File: config.mk
export PLATFORM = sky130hd
export DESIGN_NAME = xor_stream_encryptor
export DESIGN_NICKNAME = d
export VERILOG_FILES = /design/src/rtl/xor_cipher_pkg.sv /design/src/rtl/cipher_shift_register.sv /design/src/rtl/xor_stream_encryptor.sv
export SDC_FILE = /design/constraint.sdc
export NUM_CORES = 1
export LEC_CHECK = 0
export CAP_MARGIN = 10
export CORE_AREA = 4 4 217 219
export DETAILED_ROUTE_END_ITERATION = 8
export DIE_AREA = 0 0 221 223
export DONT_BUFFER_PORTS = 1
export SLEW_MARGIN = 15
export SYNTH_ARGS = -nofsm -noshare
export SYNTH_HDL_FRONTEND = slang
export SYNTH_SLANG_ARGS = --single-unit
File: constraint.sdc
create_clock -name iClk -period 4.41 [get_ports iClk]
set_input_delay 0.6615 -clock iClk [delete_from_list [all_inputs] [get_ports iClk]]
set_output_delay 0.6615 -clock iClk [all_outputs]
set_load 0.01 [all_outputs]
File: src/rtl/xor_cipher_pkg.sv
// Shared constants, state encoding and key-segment helper for the XOR cipher datapath.
package xor_cipher_pkg;

    localparam int KEY_WIDTH    = 512;
    localparam int WORD_WIDTH   = 32;
    localparam int NUM_SEGMENTS = 16;
    localparam int SEG_IDX_W    = 4;
    localparam int BIT_CNT_W    = 5;
    localparam int DESER_CNT_W  = 6;

    // Deserializer bit count that marks iData as a complete word.
    localparam logic [DESER_CNT_W-1:0] WORD_COMPLETE = 6'd32;

    // Last bit position of a word, loaded into the shift down-counter.
    localparam logic [BIT_CNT_W-1:0] LAST_BIT_POS = 5'd31;

    typedef enum logic {
        IDLE  = 1'b0,
        SHIFT = 1'b1
    } enc_state_e;

    // Segment k of the key occupies bits [32k+31 : 32k].
    function automatic logic [WORD_WIDTH-1:0] key_segment(
        input logic [KEY_WIDTH-1:0] key,
        input logic [SEG_IDX_W-1:0] idx
    );
        logic [WORD_WIDTH-1:0] seg;
        seg = '0;
        for (int i = 0; i < NUM_SEGMENTS; i++) begin
            if (idx == SEG_IDX_W'(i)) begin
                seg = key[i*WORD_WIDTH +: WORD_WIDTH];
            end
        end
        return seg;
    endfunction

endpackage

File: src/rtl/cipher_shift_register.sv
// 32-bit parallel-load, shift-left ciphertext register with a 5-bit bit-position
// down-counter. last_o is high while the bit currently on msb_o is bit 0 of the word.
// Priority: clear, then load, then shift.
module cipher_shift_register
    import xor_cipher_pkg::*;
(
    input  logic                  clk_i,
    input  logic                  rst_ni,
    input  logic                  clear_i,
    input  logic                  load_i,
    input  logic                  shift_i,
    input  logic [WORD_WIDTH-1:0] load_data_i,
    output logic                  msb_o,
    output logic                  last_o
);

    logic [WORD_WIDTH-1:0] data_q, data_d;
    logic [BIT_CNT_W-1:0]  cnt_q, cnt_d;

    // Next-state: abort clears, load primes a full word, shift moves the next bit up.
    always_comb begin
        data_d = data_q;
        cnt_d  = cnt_q;
        if (clear_i) begin
            data_d = '0;
            cnt_d  = '0;
        end else if (load_i) begin
            data_d = load_data_i;
            cnt_d  = LAST_BIT_POS;
        end else if (shift_i) begin
            data_d = {data_q[WORD_WIDTH-2:0], 1'b0};
            if (cnt_q != '0) begin
                cnt_d = cnt_q - 1'b1;
            end
        end
    end

    // State register with asynchronous active-low reset.
    always_ff @(posedge clk_i or negedge rst_ni) begin
        if (!rst_ni) begin
            data_q <= '0;
            cnt_q  <= '0;
        end else begin
            data_q <= data_d;
            cnt_q  <= cnt_d;
        end
    end

    assign msb_o  = data_q[WORD_WIDTH-1];
    assign last_o = (cnt_q == '0);

endmodule

File: src/rtl/xor_stream_encryptor.sv
// XOR stream encryptor: XORs each accepted plaintext word with the next 32-bit key
// segment (rotating through 16) and shifts the ciphertext out MSB first.
// Optional build macro XOR_STREAM_PARALLEL_OUT_EN adds a parallel ciphertext word port.
//
// Handshake: a word is accepted on the clock edge where iBit_counter_data has just
// become 32 (it was not 32 on the previous edge) while iCan_encrypt is high. There is
// no back-pressure; an accept that arrives while a word is still shifting (bit count
// not 0) is dropped and flagged on the sticky oOverrun. oCipher_valid qualifies
// oCipher_bit, and oWord_done marks the last bit of each word.
module xor_stream_encryptor
    import xor_cipher_pkg::*;
(
    input  logic                   iClk,
    input  logic                   iRst,
    input  logic [KEY_WIDTH-1:0]   iAssembled_key,
    input  logic                   iCan_encrypt,
    input  logic [WORD_WIDTH-1:0]  iData,
    input  logic [DESER_CNT_W-1:0] iBit_counter_data,
    output logic                   oCipher_bit,
    output logic                   oCipher_valid,
    output logic                   oWord_done,
    output logic [SEG_IDX_W-1:0]   oSegment_index,
    output logic                   oBusy,
    output logic                   oOverrun
`ifdef XOR_STREAM_PARALLEL_OUT_EN
    ,
    output logic [WORD_WIDTH-1:0]  oCipher_word,
    output logic                   oCipher_word_valid
`endif
);

    enc_state_e            state_q, state_d;
    logic [SEG_IDX_W-1:0]  seg_q, seg_d;
    logic                  ovr_q, ovr_d;
    logic                  full_q;

    logic                  full_now;
    logic                  accept;
    logic                  sr_load, sr_shift, sr_clear;
    logic                  sr_msb, sr_last;
    logic [SEG_IDX_W-1:0]  load_seg;
    logic [WORD_WIDTH-1:0] load_word;

    assign full_now  = (iBit_counter_data == WORD_COMPLETE);
    assign accept    = full_now && !full_q && iCan_encrypt;
    assign load_word = iData ^ key_segment(iAssembled_key, load_seg);

    // FSM next-state, segment rotation and overrun detection.
    always_comb begin
        state_d  = state_q;
        seg_d    = seg_q;
        ovr_d    = ovr_q;
        sr_load  = 1'b0;
        sr_shift = 1'b0;
        sr_clear = 1'b0;
        load_seg = seg_q;
        if (!iCan_encrypt) begin
            // Key withdrawn: abandon the word and restart the segment rotation.
            state_d  = IDLE;
            seg_d    = '0;
            sr_clear = 1'b1;
        end else begin
            case (state_q)
                IDLE: begin
                    if (accept) begin
                        sr_load = 1'b1;
                        state_d = SHIFT;
                    end
                end
                SHIFT: begin
                    sr_shift = 1'b1;
                    if (sr_last) begin
                        seg_d = seg_q + 4'd1;
                        if (accept) begin
                            // Back-to-back word picks up the freshly advanced segment.
                            sr_load  = 1'b1;
                            load_seg = seg_q + 4'd1;
                        end else begin
                            state_d = IDLE;
                        end
                    end else if (accept) begin
                        ovr_d = 1'b1;
                    end
                end
                default: state_d = IDLE;
            endcase
        end
    end

    // State, segment index, overrun and counter edge-flag registers.
    always_ff @(posedge iClk or negedge iRst) begin
        if (!iRst) begin
            state_q <= IDLE;
            seg_q   <= '0;
            ovr_q   <= 1'b0;
            full_q  <= 1'b0;
        end else begin
            state_q <= state_d;
            seg_q   <= seg_d;
            ovr_q   <= ovr_d;
            full_q  <= full_now;
        end
    end

    cipher_shift_register u_shift (
        .clk_i       (iClk),
        .rst_ni      (iRst),
        .clear_i     (sr_clear),
        .load_i      (sr_load),
        .shift_i     (sr_shift),
        .load_data_i (load_word),
        .msb_o       (sr_msb),
        .last_o      (sr_last)
    );

    assign oCipher_bit    = sr_msb;
    assign oCipher_valid  = (state_q == SHIFT);
    assign oBusy          = (state_q == SHIFT);
    assign oWord_done     = (state_q == SHIFT) && sr_last;
    assign oSegment_index = seg_q;
    assign oOverrun       = ovr_q;

`ifdef XOR_STREAM_PARALLEL_OUT_EN
    logic [WORD_WIDTH-1:0] word_q;
    logic                  word_valid_q;

    // Capture the full ciphertext word alongside every load, one-cycle valid pulse.
    always_ff @(posedge iClk or negedge iRst) begin
        if (!iRst) begin
            word_q       <= '0;
            word_valid_q <= 1'b0;
        end else begin
            word_valid_q <= sr_load;
            if (sr_load) begin
                word_q <= load_word;
            end
        end
    end

    assign oCipher_word       = word_q;
    assign oCipher_word_valid = word_valid_q;
`endif

endmodule

Word level (Yosys, flattened, before mapping)
Index checks and enable logic that the tools add are counted.
{"block": "totals", "register_bits": 44, "out_inout_bits": 9}
{"block": "op_classes", "addsub": 2, "eq_ne": 20, "mux": 39, "bitwise_logic": 3, "n_reduce_logical": 10}
{"operator": "$mux W32", "n": 19}
{"operator": "$eq A4 B4 Y1 const B", "n": 8}
{"operator": "$xor A32 B32 Y32", "n": 1}
{"operator": "$mux W4", "n": 7}
{"operator": "$mux W5", "n": 4}
{"operator": "$eq A4 B3 Y1 const B", "n": 4}
{"operator": "$eq A4 B2 Y1 const B", "n": 2}
{"operator": "$mux W1", "n": 7}
{"operator": "$eq A6 B6 Y1 const B", "n": 1}
{"operator": "$ne A3 B1 Y1 const B", "n": 2}
{"operator": "$logic_not A5 Y1", "n": 1}
{"operator": "$reduce_bool A5 Y1", "n": 1}
{"operator": "$sub A5 B1 Y5 const B", "n": 1}
{"operator": "$add A4 B1 Y4 const B", "n": 1}
{"operator": "$eq A4 B1 Y1 const B", "n": 1}
{"operator": "$logic_not A4 Y1", "n": 1}
{"operator": "$ne A2 B1 Y1 const B", "n": 2}
{"operator": "$pmux W1 S2", "n": 2}
{"operator": "$reduce_and A2 Y1", "n": 2}
{"operator": "$reduce_and A4 Y1", "n": 1}
{"operator": "$logic_and A1 B1 Y1", "n": 3}
{"operator": "$not A1 Y1", "n": 2}
{"operator": "$logic_not A1 Y1", "n": 1}

Longest topological paths before layout
Gate-level depths: netlist of the first run.
{"block": "depth", "depth_word": 27, "mapped_depth": 16, "ltp_nobuf": 12}

Hierarchy
From an unflattened synthesis of the first run, not the netlist that was laid out.
{"block": "unflattened", "cells_unflattened": 927, "hier_area_um2": 6667.6}
{"module": "xor_stream_encryptor", "instances": 1, "cells_per_inst": 724, "area_per_inst_um2": 4760.8, "seq_area_each_um2": 175.2}
{"module": "cipher_shift_register", "instances": 1, "cells_per_inst": 203, "area_per_inst_um2": 1906.8, "seq_area_each_um2": 925.9}

Worst setup path before layout of the first run
Ideal clock, no wire load.
{"block": "synth_path", "path_kind": "input to register", "from": "input port iBit_counter_data[1]", "to": "register u_shift.data_q[12]", "setup_ns": 0.131, "arrival_ns": 3.558, "required_ns": 4.279, "path_slack_ns": 0.721, "cell_stages": 13, "path_cell_list": "or4_1 -> nor4_4 -> buf_6 -> mux2i_1 -> nand2_1 -> nand2_1 -> clkbuf_1 -> buf_1 -> o22ai_1 -> o21ai_0 -> o21ai_0 -> nand2_1 -> nand3_1"}
{"block": "synth_between", "elab_chain_cells": 27, "word_cells_on_any_way": 47}
{"element": "start: declaration", "line": "xor_stream_encryptor.sv:18", "rtl": "input logic [DESER_CNT_W-1:0] iBit_counter_data,"}
{"element": "$eq A6 B6 Y1 *", "line": "xor_stream_encryptor.sv:44", "rtl": "assign full_now = (iBit_counter_data == WORD_COMPLETE);"}
{"element": "$logic_and A1 B1 Y1 * (2 in a row)", "line": "xor_stream_encryptor.sv:45", "rtl": "assign accept = full_now && !full_q && iCan_encrypt;"}
{"element": "$mux W4", "line": "xor_stream_encryptor.sv:74", "rtl": "if (accept) begin"}
{"element": "$mux W4", "line": "xor_stream_encryptor.sv:72", "rtl": "if (sr_last) begin"}
{"element": "$mux W4", "line": "xor_stream_encryptor.sv:63", "rtl": "case (state_q)"}
{"element": "$mux W4", "line": "xor_stream_encryptor.sv:57", "rtl": "if (!iCan_encrypt) begin"}
{"element": "$logic_not A4 Y1", "line": "xor_cipher_pkg.sv:30", "rtl": "if (idx == SEG_IDX_W'(i)) begin"}
{"element": "$mux W32 (16 in a row)", "line": "xor_cipher_pkg.sv:30"}
{"element": "$xor A32 B32 Y32", "line": "xor_stream_encryptor.sv:46", "rtl": "assign load_word = iData ^ key_segment(iAssembled_key, load_seg);"}
{"element": "$mux W32", "line": "cipher_shift_register.sv:27", "rtl": "end else if (load_i) begin"}
{"element": "$mux W32", "line": "cipher_shift_register.sv:24", "rtl": "if (clear_i) begin"}
{"element": "end signal: assignment", "line": "cipher_shift_register.sv:44", "rtl": "data_q <= data_d;"}
{"element": "end: declaration", "line": "cipher_shift_register.sv:17", "rtl": "logic [WORD_WIDTH-1:0] data_q, data_d;"}
Every way passes the cells marked *; elsewhere a longest branch is shown, timed or not.
A chain may end at the register's enable or synchronous reset.

Worst setup path in the final report of the first run
{"block": "layout_path", "from": "input port iBit_counter_data[1]", "to": "register u_shift.data_q[10]"}
The elaborated chain is that of the path after synthesis.

==> impl_metrics.env, run 1 <==
export IMPL_status="complete, but fails checks"
export IMPL_violations="design-rule violations"
export IMPL_final_util=0.2099
export IMPL_ant_nets=0
export IMPL_cts_tree="done"
export IMPL_r2r_end="u_shift.data_q[10]"
export IMPL_synth_area_leaders="dfrtp_1 (14%), mux2i_1 (8.6%), a22oi_1 (6.4%)"
export IMPL_hpwl_um=57820
export IMPL_clock_fmax_mhz=235.1
export IMPL_place_congestion=0.9447
export IMPL_required_ns=4.57
export IMPL_reg2regPathDepth=15
export IMPL_synthFlopType="dfrtp_1"
export IMPL_insertion_delay_ns=0.29
export IMPL_synth_async_sr_flop_share=1.000
export IMPL_grt_start_max_net_pins=45
export IMPL_crit_top_cell="buf_4"
export IMPL_clock_path_buffers=2
export IMPL_nFillCells=5131
export IMPL_cts_htree_levels=2
export IMPL_fp_dieArea_um2=49280
export IMPL_cp_arrival_ns=4.42
export IMPL_crit_type="input port to flop"
export IMPL_synthesis_nets=1644
export IMPL_powerDensity_nw_per_um2=109.7
export IMPL_placementRows=78
export IMPL_synth_top_area_frac=0.1437
export IMPL_worstSetupStartpointType="input port"
export IMPL_synth_largest_area_cell="dfrtp_1"
export IMPL_report_final_slew_viol_count=0
export IMPL_cts_buffers=5
export IMPL_rsz0062_at_grt="false"
export IMPL_final_area_um2=9464
export IMPL_vias=10453
export IMPL_synth_seq_cells=44
export IMPL_syn_area_per_cell_um2=7.043
export IMPL_final_setup_tns_ns=0
export IMPL_die_w_um=221
export IMPL_syn_to_final_growth_pct=23.51
export IMPL_io_buffers=0
export IMPL_place_area_um2=9261
export IMPL_grt_overflow_total=0
export IMPL_critPathBufInv=4
export IMPL_netlist_area_um2=7662
export IMPL_finalClockSkew_ns=0.004759
export IMPL_drt_iter0_markers=1234
export IMPL_reg2reg_from="u_shift.cnt_q[0]"
export IMPL_placedCellCount=1720
export IMPL_period_needed_ns=4.254
export IMPL_coreArea_um2=45090
export IMPL_drive_gt1_frac=0.1782
export IMPL_worst_pin_slew_ns=0.7141
export IMPL_crit_family="simple AND/OR/NAND/NOR gates"
export IMPL_vias_per_cell=6.014
export IMPL_cts_sinks=44
export IMPL_path_max_fanout=7
export IMPL_antenna_found_initial=25
export IMPL_grt_pass1_wl_um=89840
export IMPL_synth_most_common_cell="nand2_1"
export IMPL_wl_um=68800
export IMPL_synthCells=1088
export IMPL_drv_cap=0
export IMPL_drcViolationCount=5
export IMPL_slew_headroom=0.5217
export IMPL_clock_root_buffer="clkbuf_16"
export IMPL_layout_nets=1684
export IMPL_path_cells="or4_1, nor4_4, buf_4, buf_4, a31oi_1, nand2_1, buf_4, nand2_1, buf_4, o22a_1, o21ai_0, xor2_1, a21oi_1"
export IMPL_start_util=0.1699
export IMPL_p_leak_nw=3.319
export IMPL_fin_crit_sh=0.9646
export IMPL_cp_slowest_cell="or4_1"
export IMPL_synth_distinct_cells=73
export IMPL_hold_viol_final=0
export IMPL_synth_common_cells="nand2_1 (124), a21oi_1 (97), o21ai_0 (88)"
export IMPL_io_pins=562
export IMPL_fin_cells=1738
export IMPL_grt_util_all_layers=0.2588
export IMPL_ff2ff_setup_slack_ns=0.16
export IMPL_grt_pass1_vias=10203
export IMPL_hold_class="input port to asynchronous set/reset pin"
export IMPL_die_h_um=223
export IMPL_slowest_delay_ns=0.68
export IMPL_crit_path_end_kind="flop"
export IMPL_yosysSeqAreaShare=0.1437
export IMPL_clkSlewWorstSetupHoldPaths_ns=0.07
export IMPL_setup_viol=0
export IMPL_wl_per_cell_um=39.58
export IMPL_synth_warnings=0
export IMPL_synth_edff_count=0
export IMPL_firstDrtPassIters=9
export IMPL_vdd_ir_drop_worst_uv=125.9
## cells in the final DEF (no fill, tap or decap), types with 11 or more instances in the layout
| cell type | n |
|---|---|
| a21oi_1 | 91 |
| a221o_1 | 16 |
| a221oi_1 | 28 |
| a222oi_1 | 18 |
| a22oi_1 | 65 |
| a31oi_1 | 23 |
| buf_12 | 12 |
| buf_4 | 127 |
| dfrtp_1 | 42 |
| mux2_2 | 14 |
| mux2i_1 | 63 |
| nand2_1 | 124 |
| nand2b_1 | 15 |
| nand3_1 | 28 |
| nor2_1 | 76 |
| nor3_1 | 33 |
| o211ai_1 | 18 |
| o21ai_0 | 87 |
| o22ai_1 | 16 |
| xnor2_1 | 11 |
| xor2_1 | 23 |
## cell families (layout without fill, tap and decap cells)
family                     Yosys count  count (layout)  synth area share
AOI/OAI and AO/OA                  472             472            0.4250
and+or+nand+nor                    338             338            0.2108
buffers and inverters              112             152           0.06238
muxes                               81              81            0.1097
DFF                                 44              44            0.1437
xor gates and xnor gates            38              38           0.04344
adders and majority gates            3               3          0.004899
other                                0              10                 0
## cell type report
cell class                 instances  area [µm²]  share of cell area
multi-input combinational        932        6231              0.6584
sequential                        44        1104              0.1166
inverter                           6       22.52            0.002380
tap                              600       750.7             0.07932
clock buffer                       5       125.1             0.01322
clock inverter                     2       12.51            0.001322
timing repair buffer             139        1194              0.1261
antenna                           10       25.02            0.002644
## layer usage
layer | global-route usage | vias up | share of wire
met4 | 0.06664 | 30 | 0.032
li1 | - | 4341 | -
met2 | 0.4155 | 783 | 0.45
met1 | 0.3366 | 5152 | 0.42
met5 | 0 | - | 0.0028
met3 | 0.08395 | 147 | 0.10
## registers in the layout, indices dropped and copies added, names as in the netlist
register        count
full_q              1
oBusy               1
oOverrun            1
oSegment_index      4
u_shift.cnt_q       5
u_shift.data_q     32
## report_power, final
part | internal (W) | switching [W]
combinational | 0.000103 | 0.000145
sequential | 0.000408 | 0.00000435
clock | 0.000206 | 0.000171
## repair_timing
| action | CTS | global route |
|---|---|---|
| setup endpoints to repair | 10 | 13 |
| hold buffers | 0 | 0 |
| pin swaps | 0 | 2 |
| resized for setup | 3 | 4 |
| cloned | 0 | 0 |
| setup buffers | 0 | 1 |
## worst reg2reg max path: stages (launching register included)
cell	delay, ns
dfrtp_1	0.38
inv_1	0.11
ha_1	0.18
or4b_1	0.52
nor4_4	0.34
buf_4	0.22
buf_4	0.16
a31oi_1	0.26
nand2_1	0.37
buf_4	0.23
nand2_1	0.30
buf_4	0.32
o22a_1	0.21
o21ai_0	0.10
xor2_1	0.31
a21oi_1	0.12
## metrics by stage
stage | worst slack [ns] | total power, W | hold WS (ns)
after global placement | -0.3189 | 0.0006671 | 0.3679
final | 0.1560 | 0.001038 | 0.06152
after floorplan | 0.7214 | 0.0005565 | 0.3659
after global routing | 0.0003340 | 0.001084 | 0.04602
after CTS | 0.007577 | 0.001050 | 0.05440
after detailed placement | -0.3461 | 0.0006691 | 0.3680
## worst max path at each step
stage / from / end / cells after the start
finish: iBit_counter_data[1] / u_shift.data_q[10] / 13
detailed placement: iBit_counter_data[1] / u_shift.data_q[4] / 11
CTS: u_shift.cnt_q[0] / u_shift.data_q[20] / 15
global placement: iBit_counter_data[1] / u_shift.data_q[4] / 11
global route: u_shift.cnt_q[0] / u_shift.data_q[23] / 14
floorplan: iBit_counter_data[1] / u_shift.data_q[12] / 13
Note: power is estimated with default switching activity, not from simulation.
==> run 2, diff against run 1 <==
Settings changed: ABC_AREA set to 1, CORE_AREA 4 4 217 219 to 4 4 219 221, DIE_AREA 0 0 221 223 to 0 0 223 225.
==> impl_metrics.env, run 2 <==
export IMPL_vias=9628
export IMPL_io_pins=562
export IMPL_grt_pass1_vias=8830
export IMPL_hold_buffers=0
export IMPL_die_w_um=223
export IMPL_synthesis_nets=2015
export IMPL_reg2reg_from="u_shift.cnt_q[0]"
export IMPL_cts_htree_levels=2
export IMPL_setup_worst_path_end="u_shift.data_q[7]"
export IMPL_final_common_cell="nand2_1"
export IMPL_status="completed"
export IMPL_cts_buffers=5
export IMPL_synth_common_cells="nand2_1 (599), inv_1 (200), nand3_1 (144)"
export IMPL_synth_seq_cells=44
export IMPL_synth_top_family_by_area="simple AND/OR/NAND/NOR gates"
export IMPL_dpl_worst_slack_ns=0.3018
export IMPL_report_final_slew_viol_count=0
export IMPL_area_sequential_um2=1101
export IMPL_grt_util_met2=0.2967
export IMPL_worstSetupStartpointType="flop"
export IMPL_hold_viol_final=0
export IMPL_drv_cap=0
export IMPL_synth_adder_area_share=0.005068
export IMPL_synth_async_sr_flop_share=1.000
export IMPL_clkSlewWorstSetupHoldPaths_ns=0.07
export IMPL_synthFlopType="dfrtp_1"
export IMPL_yosys_mux_area_fraction=0
export IMPL_layout_nets=1981
export IMPL_cts_resized_gates=0
export IMPL_fin_crit_sh=0.9008
export IMPL_die_h_um=225
export IMPL_p_leak_nw=4.157
export IMPL_grt_util_met3=0.04911
export IMPL_grt_util_all_layers=0.1764
export IMPL_grt_start_max_net_pins=66
export IMPL_synth_most_common_cell="nand2_1"
export IMPL_largest_reg_flops=32
export IMPL_io_buffers=0
export IMPL_hold_class="input port to asynchronous set/reset pin"
export IMPL_powerDensity_nw_per_um2=120.8
export IMPL_crit_type="flop to flop"
export IMPL_cts_sinks=44
export IMPL_insertion_delay_ns=0.31
export IMPL_nFillCells=5483
export IMPL_wl_per_cell_um=23.51
export IMPL_r2r_end="u_shift.data_q[7]"
export IMPL_final_area_um2=8382
export IMPL_clock_path_buffers=2
export IMPL_multi_input_area_um2=5229
export IMPL_vias_per_cell=4.713
export IMPL_rsz0062_at_grt="false"
export IMPL_drive_gt1_frac=0.07433
export IMPL_hpwl_um=41380
export IMPL_grt_overflow_total=0
export IMPL_layout_common_cells="nand2_1 (598), inv_1 (200), nand3_1 (143)"
export IMPL_synth_largest_area_cell="nand2_1"
export IMPL_holdWs_ns=0.04730
export IMPL_clock_root_buffer="clkbuf_16"
export IMPL_period_needed_ns=3.972
export IMPL_grt_pass1_wl_um=64050
export IMPL_wl_um=48040
export IMPL_p_total_w=0.001012
export IMPL_cp_arrival_ns=4.17
export IMPL_worst_pin_slew_ns=0.7554
export IMPL_cts_tree="done"
export IMPL_synth_edff_count=0
export IMPL_path_max_fanout=30
export IMPL_synthCells=1459
export IMPL_synth_warnings=0
export IMPL_synth_top_area_frac=0.3036
export IMPL_setup_viol=0
export IMPL_drt_iter0_markers=665
export IMPL_cts_setup_buffers=0
export IMPL_coreArea_um2=46160
export IMPL_start_util=0.1604
export IMPL_synth_compound_area_share=0.09360
export IMPL_antenna_found_initial=22
export IMPL_synth_simple_gate_area_frac=0.5942
export IMPL_clock_fmax_mhz=251.7
export IMPL_firstDrtPassIters=5
export IMPL_reg2regPathDepth=23
export IMPL_fin_ws_ns=0.4376
export IMPL_syn_area_per_cell_um2=5.076
export IMPL_ant_nets=0
export IMPL_met1_usage=0.2184
export IMPL_drcViolationCount=0
export IMPL_required_ns=4.61
export IMPL_synth_area_leaders="nand2_1 (30%), dfrtp_1 (15%), inv_1 (10%)"
export IMPL_cp_startpoint="u_shift.cnt_q[0]"
export IMPL_final_setup_tns_ns=0
export IMPL_fp_dieArea_um2=50180
export IMPL_netlist_area_um2=7406
export IMPL_yosysSeqAreaShare=0.1487
export IMPL_synth_distinct_cells=38
export IMPL_slew_headroom=0.4952
export IMPL_placementRows=79
export IMPL_finalClockSkew_ns=0.005851
export IMPL_syn_to_final_growth_pct=13.18
export IMPL_place_area_um2=8190
export IMPL_vdd_ir_drop_worst_uv=114.4
export IMPL_synth_xor_xnor_area_share=0.002365
export IMPL_place_congestion=0.9726
export IMPL_largest_register="u_shift.data_q"
export IMPL_ff2ff_setup_slack_ns=0.44
export IMPL_grt_busiest_layer="met2"
export IMPL_crit_path_end_kind="flop"
run 2: cell count changes after synthesis, moves of 26 or more:
cell      delta
a21oi_1     -26
a221oi_1    -30
a22oi_1     -65
clkbuf_1    -34
inv_1      +194
mux2i_1     -66
nand2_1    +475
nand3_1    +116
nand4_1     +80
nor3_1      -31
o21ai_0     -47
run 2: routing by layer:
metal,vias up,part of all wire
met3,94,0.095
li1,4536,-
met5,-,0.0022
met4,12,0.035
met2,574,0.47
met1,4412,0.40
run 2: worst min-delay path by stage:
stage | to | slack (ns) | depth (start not counted)
6_report | oSegment_index[2] | 0.05 | 0
5_1_grt | u_shift.data_q[11] | 0.03 | 0
3_3_place_gp | u_shift.data_q[28] | 0.37 | 0
4_1_cts | u_shift.data_q[21] | 0.03 | 0
3_5_place_dp | u_shift.data_q[28] | 0.37 | 0
2_1_floorplan | full_q | 0.37 | 0
run 2: report_power, final:
group	switching, W	internal (W)
clock	0.000183	0.000210
combinational	0.000146	0.0000643
sequential	0.00000238	0.000407
run 2: layout make-up:
cell class                      instances  area share
Timing Repair Buffer                   35     0.04180
Sequential cell                        44      0.1314
Clock inverter                          3    0.002239
Inverter                              206     0.09225
Tap cell                              607     0.09061
Antenna cell                           10    0.002986
Clock buffer                            5     0.01493
Multi-Input combinational cell       1133      0.6238
run 2: per-stage QoR:
step,utilization,cells
2_1_floorplan,-,1459
3_3_place_gp,0.1774,2025
3_5_place_dp,0.1774,2025
4_1_cts,0.1805,2033
5_1_grt,0.1814,2040
6_report,0.1816,2043
run 2: critical path: stages, from the launching register on:
cell	delay, ns
dfrtp_1	0.38
inv_1	0.11
ha_1	0.15
inv_1	0.04
nor2_1	0.13
nand3_2	0.19
inv_2	0.21
nand2_1	0.12
nand2_1	0.10
nand2_2	0.10
nor2_4	0.24
nand2_2	0.19
buf_12	0.20
or2_0	0.21
nand2_1	0.08
nand4_1	0.07
nand2_1	0.11
nand4_1	0.27
nor3_2	0.30
nand4_1	0.26
nand3_1	0.13
nand3_1	0.09
nand2_1	0.09
nand2_1	0.04
run 2: logic make-up (layout without fill, tap and decap cells):
kind of cell,Yosys count,in the layout
other,0,10
AND/OR/NAND/NOR,997,997
AO/OA/AOI/OAI,131,131
XOR/XNOR,2,2
buffers and inverters,282,249
flip-flops,44,44
adder cells (fa/ha/maj),3,3
==> run 3, diff against run 2 <==
--- a/constraint.sdc
+++ b/constraint.sdc
@@ -3,2 +3,2 @@
 set_output_delay 0.6615 -clock iClk [all_outputs]
-set_load 0.01 [all_outputs]
+set_load 0.05 [all_outputs]
==> impl_metrics.env, run 3 (same netlist as run 2, synthesis figures left out) <==
export IMPL_coreArea_um2=46160
export IMPL_cts_resized_gates=0
export IMPL_reg2reg_from="u_shift.cnt_q[0]"
export IMPL_antenna_found_initial=13
export IMPL_required_ns=4.61
export IMPL_finalClockSkew_ns=0.01087
export IMPL_grt_start_max_net_pins=66
export IMPL_cts_tree="done"
export IMPL_drt_iter0_markers=727
export IMPL_fin_cells=2043
export IMPL_hold_viol_final=0
export IMPL_io_buffers=0
export IMPL_firstDrtPassIters=5
export IMPL_grt_overflow_total=0
export IMPL_grt_pass1_vias=8967
export IMPL_period_needed_ns=4.149
export IMPL_clock_path_buffers=2
export IMPL_clock_fmax_mhz=241.0
export IMPL_drcViolationCount=0
export IMPL_hold_buffers=0
export IMPL_place_congestion=0.9697
export IMPL_r2r_end="u_shift.data_q[19]"
export IMPL_multi_input_area_um2=5209
export IMPL_rsz0062_at_grt="true"
export IMPL_layout_common_cells="nand2_1 (598), inv_1 (200), nand3_1 (144)"
export IMPL_final_common_cell="nand2_1"
export IMPL_die_h_um=225
export IMPL_hold_class="input port to asynchronous set/reset pin"
export IMPL_worst_pin_slew_ns=0.9858
export IMPL_io_pins=562
export IMPL_die_w_um=223
export IMPL_dpl_worst_slack_ns=0.2201
export IMPL_path_max_fanout=14
export IMPL_hpwl_um=42390
export IMPL_ff2ff_setup_slack_ns=0.26
export IMPL_grt_util_all_layers=0.1830
export IMPL_powerDensity_nw_per_um2=123.4
export IMPL_nFillCells=5504
export IMPL_worstSetupStartpointType="flop"
export IMPL_largest_register="u_shift.data_q"
export IMPL_wl_per_cell_um=24.29
export IMPL_drive_gt1_frac=0.07542
export IMPL_grt_pass1_wl_um=66250
export IMPL_placedCellCount=2031
export IMPL_fin_ws_ns=0.2614
export IMPL_ant_nets=0
export IMPL_largest_reg_flops=32
export IMPL_cts_htree_levels=2
export IMPL_cts_buffers=5
export IMPL_fin_crit_sh=0.9407
export IMPL_reg2regPathDepth=25
export IMPL_slew_headroom=0.3412
export IMPL_setup_viol=0
export IMPL_clock_root_buffer="clkbuf_16"
export IMPL_placementRows=79
export IMPL_final_area_um2=8414
export IMPL_vias_per_cell=4.728
export IMPL_final_util=0.1823
export IMPL_insertion_delay_ns=0.31
export IMPL_area_sequential_um2=1101
export IMPL_start_util=0.1604
export IMPL_syn_to_final_growth_pct=13.62
export IMPL_vdd_ir_drop_worst_uv=120.1
export IMPL_crit_path_end_kind="flop"
export IMPL_drv_cap=0
export IMPL_place_area_um2=8248
export IMPL_cts_sinks=44
export IMPL_crit_type="flop to flop"
export IMPL_report_final_slew_viol_count=0
export IMPL_layout_nets=1987
export IMPL_cts_setup_buffers=0
export IMPL_status="completed"
export IMPL_vias=9659
export IMPL_clkSlewWorstSetupHoldPaths_ns=0.07
export IMPL_p_leak_nw=4.189
export IMPL_cp_arrival_ns=4.35
export IMPL_wl_um=49620
export IMPL_fp_dieArea_um2=50180
[run 3: cell count changes in the layout (fill, tap and decap cells not counted)]
cell,delta
diode_2,-6
buf_4,+4
clkinv_2,-2
nor2_1,+2
nor2_4,-2
buf_12,+1
buf_6,+1
clkbuf_1,+1
clkbuf_8,+1
clkinv_4,-1
clkinvlp_4,+1
nand3_1,+1
nand3_2,-1
[run 3: report_power, final]
part           internal (W)  switching (W)
sequential         0.000407     0.00000266
clock              0.000227       0.000187
combinational     0.0000651       0.000150
[run 3: critical path, cell delays in order (launching register included)]
cell and delay [ns]:
dfrtp_1 0.38, inv_1 0.12, ha_1 0.17, inv_1 0.04
nor2_1 0.12, nand3_1 0.21, nor2_1 0.28, nand2_1 0.10
nand2_2 0.09, nand2_4 0.07, nor2_4 0.14, nand2_2 0.26
buf_4 0.27, or2_0 0.21, nand2_1 0.07, nand2_1 0.04
nor2_1 0.27, nand4_1 0.16, nand2_1 0.09, nand3_1 0.20
nand2_1 0.25, nand4_1 0.15, nand3_1 0.10, nand3_1 0.09
nand2_1 0.10, nand2_1 0.05
[run 3: worst max path at each step]
stage	from	end	slack, ns	cells past startpoint
global route	u_shift.cnt_q[0]	u_shift.data_q[19]	-0.02	25
floorplan	oBusy	u_shift.data_q[21]	1.48	21
detailed placement	iBit_counter_data[5]	u_shift.data_q[19]	0.22	23
finish	u_shift.cnt_q[0]	u_shift.data_q[19]	0.26	25
CTS	u_shift.cnt_q[0]	u_shift.data_q[19]	0.26	25
global placement	iBit_counter_data[1]	u_shift.data_q[4]	0.26	22
[run 3: final cells by class]
type	count	share of cell area
Timing Repair Buffer	41	0.04892
Tap cell	607	0.09026
Multi-Input combinational cell	1133	0.6190
Clock inverter	1	0.0008922
Inverter	206	0.09190
Clock buffer	7	0.01695
Sequential cell	44	0.1309
Antenna cell	4	0.001190
[run 3: routing by layer]
layer	global-route usage	up-vias	part of all wire
li1	-	4543	-
met5	0	-	0.0014
met3	0.05275	81	0.085
met4	0.04216	10	0.027
met1	0.2277	4481	0.41
met2	0.3146	544	0.48
[run 3: through the flow]
step	power, W	setup TNS (ns)	hold slack, ns
after floorplan	0.0005475	0	0.3659
after global placement	0.0006325	0	0.3683
after CTS	0.001062	0	0.02558
after detailed placement	0.0006353	0	0.3682
after global routing	0.001091	-0.01828	0.02627
final	0.001038	0	0.04255
